==> src/rtl/bp_be_int_wb_pipe.sv <==
// bp_be_int_wb_pipe: integer result writeback shift pipeline.
// Carries integer results to the commit point, applies flushes,
// drives the register-file write port and the operand bypass.
//
// Ports:
//   clk_i, reset_i            clock, async active-high reset
//   v_i, data_i               result valid / data from int pipe
//   rd_w_v_i, rd_addr_i       writes-rd flag / destination reg
//   flush_i                   kill uncommitted stages + input
//   rs_addr_i                 bypass lookup address
//   bypass_v_o, bypass_data_o youngest pending write to rs
//   wb_v_o, wb_addr_o,
//   wb_data_o                 register-file write port
//   retire_v_o                valid entry leaving last stage
//   retire_cnt_o              retire counter (optional)
//
// Optional: define BP_BE_INT_WB_PERF_EN to add retire_cnt_o,
// a 32-bit wrapping count of retired entries.

package bp_be_int_wb_pkg;

    typedef enum logic [0:0] {
        e_bp_default_cfg = 1'b0
    } bp_params_e;

    function automatic int dpath_width(bp_params_e cfg);
        int w;
        case (cfg)
            e_bp_default_cfg: w = 64;
            default:          w = 64;
        endcase
        return w;
    endfunction

endpackage

module bp_be_int_wb_pipe
    import bp_be_int_wb_pkg::*;
#(
    parameter bp_params_e bp_params_p = e_bp_default_cfg,
    parameter int stages_p = 3,
    parameter int commit_stage_p = 2,
    localparam int dpath_width_p = dpath_width(bp_params_p)
) (
    input  logic                     clk_i,
    input  logic                     reset_i,
    input  logic                     v_i,
    input  logic [dpath_width_p-1:0] data_i,
    input  logic                     rd_w_v_i,
    input  logic [4:0]               rd_addr_i,
    input  logic                     flush_i,
    input  logic [4:0]               rs_addr_i,
    output logic                     bypass_v_o,
    output logic [dpath_width_p-1:0] bypass_data_o,
    output logic                     wb_v_o,
    output logic [4:0]               wb_addr_o,
    output logic [dpath_width_p-1:0] wb_data_o,
    output logic                     retire_v_o
`ifdef BP_BE_INT_WB_PERF_EN
    ,
    output logic [31:0]              retire_cnt_o
`endif
);

    localparam int last_lp = stages_p - 1;

    typedef struct packed {
        logic                     v;
        logic                     w_v;
        logic [4:0]               addr;
        logic [dpath_width_p-1:0] data;
    } stage_t;

    stage_t r_stage [stages_p];

    // w_kill[k]: the entry now in stage k dies on its way
    // to stage k+1 because it has not reached commit yet.
    logic [stages_p-1:0] w_kill;

    always_comb begin
        w_kill = '0;
        for (int k = 0; k < stages_p; k++) begin
            w_kill[k] = flush_i && (k < commit_stage_p);
        end
    end

    always_ff @(posedge clk_i or posedge reset_i) begin
        if (reset_i) begin
            for (int k = 0; k < stages_p; k++) begin
                r_stage[k] <= '0;
            end
        end else begin
            r_stage[0].v    <= v_i & ~flush_i;
            // x0 is never a real destination.
            r_stage[0].w_v  <= rd_w_v_i & (rd_addr_i != 5'd0);
            r_stage[0].addr <= rd_addr_i;
            r_stage[0].data <= data_i;
            for (int k = 1; k < stages_p; k++) begin
                r_stage[k].v    <= r_stage[k-1].v & ~w_kill[k-1];
                r_stage[k].w_v  <= r_stage[k-1].w_v;
                r_stage[k].addr <= r_stage[k-1].addr;
                r_stage[k].data <= r_stage[k-1].data;
            end
        end
    end

    // Bypass over registered stages only.
    logic [stages_p-1:0]      w_match;
    logic                     w_byp_v;
    logic [dpath_width_p-1:0] w_byp_data;

    always_comb begin
        w_match = '0;
        for (int k = 0; k < stages_p; k++) begin
            w_match[k] = r_stage[k].v
                       & r_stage[k].w_v
                       & (r_stage[k].addr == rs_addr_i)
                       & (rs_addr_i != 5'd0);
        end
    end

    // Walk oldest to youngest so the youngest match wins.
    always_comb begin
        w_byp_v    = 1'b0;
        w_byp_data = '0;
        for (int k = stages_p - 1; k >= 0; k--) begin
            if (w_match[k]) begin
                w_byp_v    = 1'b1;
                w_byp_data = r_stage[k].data;
            end
        end
    end

    assign bypass_v_o    = w_byp_v;
    assign bypass_data_o = w_byp_data;

    logic w_wb_v;

    assign w_wb_v     = r_stage[last_lp].v & r_stage[last_lp].w_v;
    assign wb_v_o     = w_wb_v;
    assign wb_addr_o  = w_wb_v ? r_stage[last_lp].addr : 5'd0;
    assign wb_data_o  = w_wb_v ? r_stage[last_lp].data : '0;
    assign retire_v_o = r_stage[last_lp].v;

`ifdef BP_BE_INT_WB_PERF_EN
    logic [31:0] r_retire_cnt;

    always_ff @(posedge clk_i or posedge reset_i) begin
        if (reset_i) begin
            r_retire_cnt <= 32'd0;
        end else if (r_stage[last_lp].v) begin
            r_retire_cnt <= r_retire_cnt + 32'd1;
        end
    end

    assign retire_cnt_o = r_retire_cnt;
`endif

endmodule

==> config.mk <==
export PLATFORM = sky130hd
export DESIGN_NAME = bp_be_int_wb_pipe
export DESIGN_NICKNAME = d
export VERILOG_FILES = /design/src/rtl/bp_be_int_wb_pipe.sv
export SDC_FILE = /design/constraint.sdc
export NUM_CORES = 1
export LEC_CHECK = 0
export CAP_MARGIN = 5
export CORE_UTILIZATION = 25
export CTS_CLUSTER_SIZE = 30
export DETAILED_ROUTE_END_ITERATION = 10
export GPL_ROUTABILITY_DRIVEN = 0
export PLACE_DENSITY = 0.46
export SYNTH_ARGS = -nofsm -noshare
export SYNTH_HDL_FRONTEND = slang
export SYNTH_SLANG_ARGS = --single-unit
==> constraint.sdc <==
create_clock -name clk_i -period 8.9 [get_ports clk_i]
set_clock_uncertainty 0.2 [all_clocks]
set_input_delay 0.89 -clock clk_i [delete_from_list [all_inputs] [get_ports clk_i]]
set_output_delay 0.89 -clock clk_i [all_outputs]
set_load 0.02 [all_outputs]
# Word level (Yosys, flattened, before mapping)
# Index checks and enable logic that the tools add are counted.
dict set report word_totals {
  n_memories 0
  output_inout_bits 136
  elab_cells 39
  mem_bits_rw 0
  in_bits 79
  latch_bits 0
  register_bits 213
  rom_bits 0
}
dict set report op_classes {
  mul 0
  bitwise_logic 14
  n_div 0
  n_addsub 0
  order_cmp 0
  muxes 8
  n_eq_ne 3
  reduce_logical 2
  shift 0
}
# op count
set ops {}
lappend ops {{$mux 64} 4}
lappend ops {{$eq 5x5->1} 3}
lappend ops {{$and 1x1->1} 13}
lappend ops {{$reduce_bool 5->1} 2}
lappend ops {{$mux 5} 1}
lappend ops {{$mux 1} 3}
lappend ops {{$not 1->1} 1}

# Depth between registers and ports, before layout
dict set report logic_depth {
  word_depth 6
  depth_mapped 7
}

# Worst setup path after synthesis
# Ideal clock, no wire load.
dict set report synth_path {
  path_type {input-to-output}
  start {input rs_addr_i[0]}
  end {output bypass_data_o[16]}
  arrival_ns 2.341
  stages 7
  path_slack_ns 5.469
  path_cell_list {xnor2_1 -> nand3_1 -> nor3b_2 -> buf_4 -> buf_4 -> nand2_1 -> a31oi_1}
}
dict set report synth_via {
  elab_chain_cells 6
  elab_cells_between_ends 13
  cone_classes {eq/ne (3); mux (3); bitwise (6); reduce/logical (1)}
}
# item line
set synth_rtl {}
lappend synth_rtl {{start: declaration} 52} ;# input logic [4:0] rs_addr_i,
lappend synth_rtl {{$eq 5x5->1} 117} ;# & (r_stage[k].addr == rs_addr_i)
lappend synth_rtl {{$and 1x1->1} 117}
lappend synth_rtl {{$and 1x1->1} 118} ;# & (rs_addr_i != 5'd0);
lappend synth_rtl {{$mux 64 (2 in series)} 127} ;# if (w_match[k]) begin
lappend synth_rtl {{$mux 64 *} 127}
lappend synth_rtl {{end: declaration} 54} ;# output logic [dpath_width_p-1:0] bypass_data_o,
# Mark *: on every way between the ends. The rest lies on a longest branch, timed or not.

# Worst setup path after layout
dict set report layout_path {
  start {input rs_addr_i[1]}
  end {output bypass_data_o[0]}
}
# Same word-level chain as after synthesis.

==> results_dict.tcl <==
set metrics [dict create \
    status "completed" \
    timing.hold.ws_ns 0.169 \
    fmax_mhz 181 \
    numCtsBuffers 25 \
    wl_per_cell_um 19.4 \
    antenna_found_initial 3 \
    rows 63 \
    place_inst 1195 \
    clk_path_buf_depth 3 \
    dp_slack_ns 3.32 \
    crit_fanout 78 \
    hp-start "r_stage[117]" \
    grt_start_max_net_pins 143 \
    synth_flop_cell "dfrtp_1" \
    cts_tree "done" \
    instances_no_fill 1241 \
    h-tree-depth 1 \
    synth_commonest_cells "dfrtp_1, and3_1, nor2_1" \
    via_per_inst 4.64 \
    grt_setup_unrepaired "false" \
    grt_pass1_vias 6178 \
    syn_area_sq_um 7690 \
    slew_violations 0 \
    worst_slew_pin_slew_ns 1.00 \
    grt.overflow.total 0 \
    setup.worst_path.class "in -> out" \
    wirelength_um 24000 \
    numPortBuffers 214 \
    start_util_pct 25.7 \
    syn_area_per_cell_sq_um 12.2 \
    yosysTopAreaCell "dfrtp_1" \
    ctsResizeCount 0 \
    drive_above_1_share_pct 8.00 \
    post_dp_cell_area_sq_um 10200 \
    p_int_mw 1.71 \
    synth_seq_area_share_pct 69.3 \
    fin_crit_ns 5.52 \
    finalHoldViolCount 0 \
    syn2layout_area_growth_pct 44.2 \
    cts_setup_buffers 0 \
    synth-seq-cells 213 \
    regToRegSetupSlack_ns 8.07 \
    finalPower_mw 2.21 \
    seq_power_share_pct 47.0 \
    ant_nets 0 \
    fp.dieW_um 177 \
    setup_viol 0 \
    synth_area_leaders "dfrtp_1, and3_1, a31oi_1" \
    clkPwrFrac_pct 47.2 \
    r2r_start "r_stage[141]" \
    yosys_warnings 0 \
    crit_start "rs_addr_i[1]" \
    maxSlewHeadroom_pct 33.0 \
    num-nets-final 911 \
    drtIter0Drc 317 \
    cts-root-buf "clkbuf_16" \
    clk_pin_slew_ns 0.06 \
    combPwrFrac_pct 5.8 \
    endpoint_kind "output port" \
    hold_class "reg -> reg" \
    synthDistinctLibCells 28 \
    die_h_um 177 \
    synth_nets 708 \
    utilization_pct 37.0 \
    dieArea_sq_um 31500 \
    p_per_area_nw_per_um2 199 \
    grt_pass1_wl_um 37300 \
    clkLatencyLatePin_ns 0.52 \
    startpoint_type "input port" \
    cts_hold_buf 0 \
    max_cap_viol_count 0 \
    place_hpwl_um 14700 \
    p_leak_nw 4.62 \
    fin_ws_ns 3.38 \
    ios 215 \
    synthCells 629 \
    critPathArrivalTime_ns 4.43 \
    synth_top_area_share_pct 69.3 \
    cts.sinks 213 \
    grtUsageTotal_pct 15.5 \
    crit_end "bypass_data_o[0]" \
    required_ns 7.81 \
    synth_edf_count 0 \
    ff2ff_path_depth 1 \
    fin_setup_tns_ns 0 \
    design_area_sq_um 11100 \
    drt_first_pass_iters 6 \
    ir_drop_v 0.000108 \
    num_vias 5753 \
    p_switching_uw 503 \
    core_area_sq_um 30000 \
    postSynth.asyncResetShare_pct 100 \
    finalCritPeriodShare_pct 62.0 \
    synth_most_common_cell "dfrtp_1" \
    r2r-end "retire_v_o" \
    drc 0 \
    p_sw_share_pct 22.7 \
]
-- worst max-delay path, cell delays in order --
cell             delay (ns)
clkdlybuf4s50_1        0.51
nor3_2                 0.35
nand2_2                0.25
nand4_1                0.15
buf_4                  0.47
buf_4                  0.73
nor2_1                 0.10
a31oi_1                0.23
clkdlybuf4s50_1        0.64
-- area by class of cell --
| type | count | area [sq um] |
|---|---|---|
| Timing Repair Buffer | 228 | 2250 |
| Tap cell | 390 | 488 |
| Sequential cell | 213 | 5330 |
| Fill cell | 2971 | 18900 |
| Inverter | 2 | 15.0 |
| Clock inverter | 11 | 111 |
| Multi-Input combinational cell | 362 | 2150 |
| Clock buffer | 34 | 739 |
| Antenna cell | 1 | 2.50 |
-- layer usage --
metal  vias up  global-route usage, %  share of wire, %
met3        32                   5.03               8.0
met2       192                   24.3                46
li1       2637                      -                 -
met1      2888                   20.8                45
met4         4                   3.24               1.6
met5         -                      0              0.11
-- cells in the final DEF (no fill, tap or decap), drive strengths merged, types with 2 or more instances in the layout --
cell           synthesis  layout
clkdlybuf4s50          0     214
dfrtp                213     213
and3                  69      69
nor2                  66      66
a31oi                 64      64
nand2                 60      60
o2111ai               43      43
clkbuf                33      34
nand2b                20      20
buf                   19      14
nand3                  9       9
xor2                   8       8
xnor2                  7       7
clkinv                 0       7
nor2b                  3       3
inv                    2       3
bufinv                 0       2
nor3                   2       2
nand4                  2       2
-- how the worst min path moves through the flow --
stage / endpoint / slack, ns / cells past startpoint
2_1_floorplan: r_stage[10] / 0.15 / 0
3_3_place_gp: r_stage[46] / 0.16 / 0
3_5_place_dp: r_stage[38] / 0.16 / 0
4_1_cts: r_stage[1] / 0.17 / 0
5_1_grt: r_stage[46] / 0.18 / 0
6_report: r_stage[46] / 0.17 / 0
-- cell families (layout without fill, tap and decap cells) --
group                  Yosys count  in the layout  synth area share [%]
AO/OA/AOI/OAI                  111            111                  10.6
XOR/XNOR                        15             15                  1.71
flip-flops                     213            213                  69.3
buffers and inverters           54            275                  3.07
AND/OR/NAND/NOR                236            236                  15.3
other                            0              1                     0
-- power groups by stage --
stage                     Clock (mW)  Sequential [mW]  Combinational [mW]
final                           1.04             1.04               0.128
after global routing            1.12             1.04               0.140
after CTS                       1.08             1.04               0.132
after detailed placement           0             1.06               0.131
after global placement             0             1.05               0.132
after floorplan                    0             1.05              0.0542
-- registers in the layout (all words and copies together), names as in the netlist --
| signal | flops |
|---|---|
| r_stage | 212 |
| retire_v_o | 1 |
No activity file was read; power rests on OpenSTA's default activity.
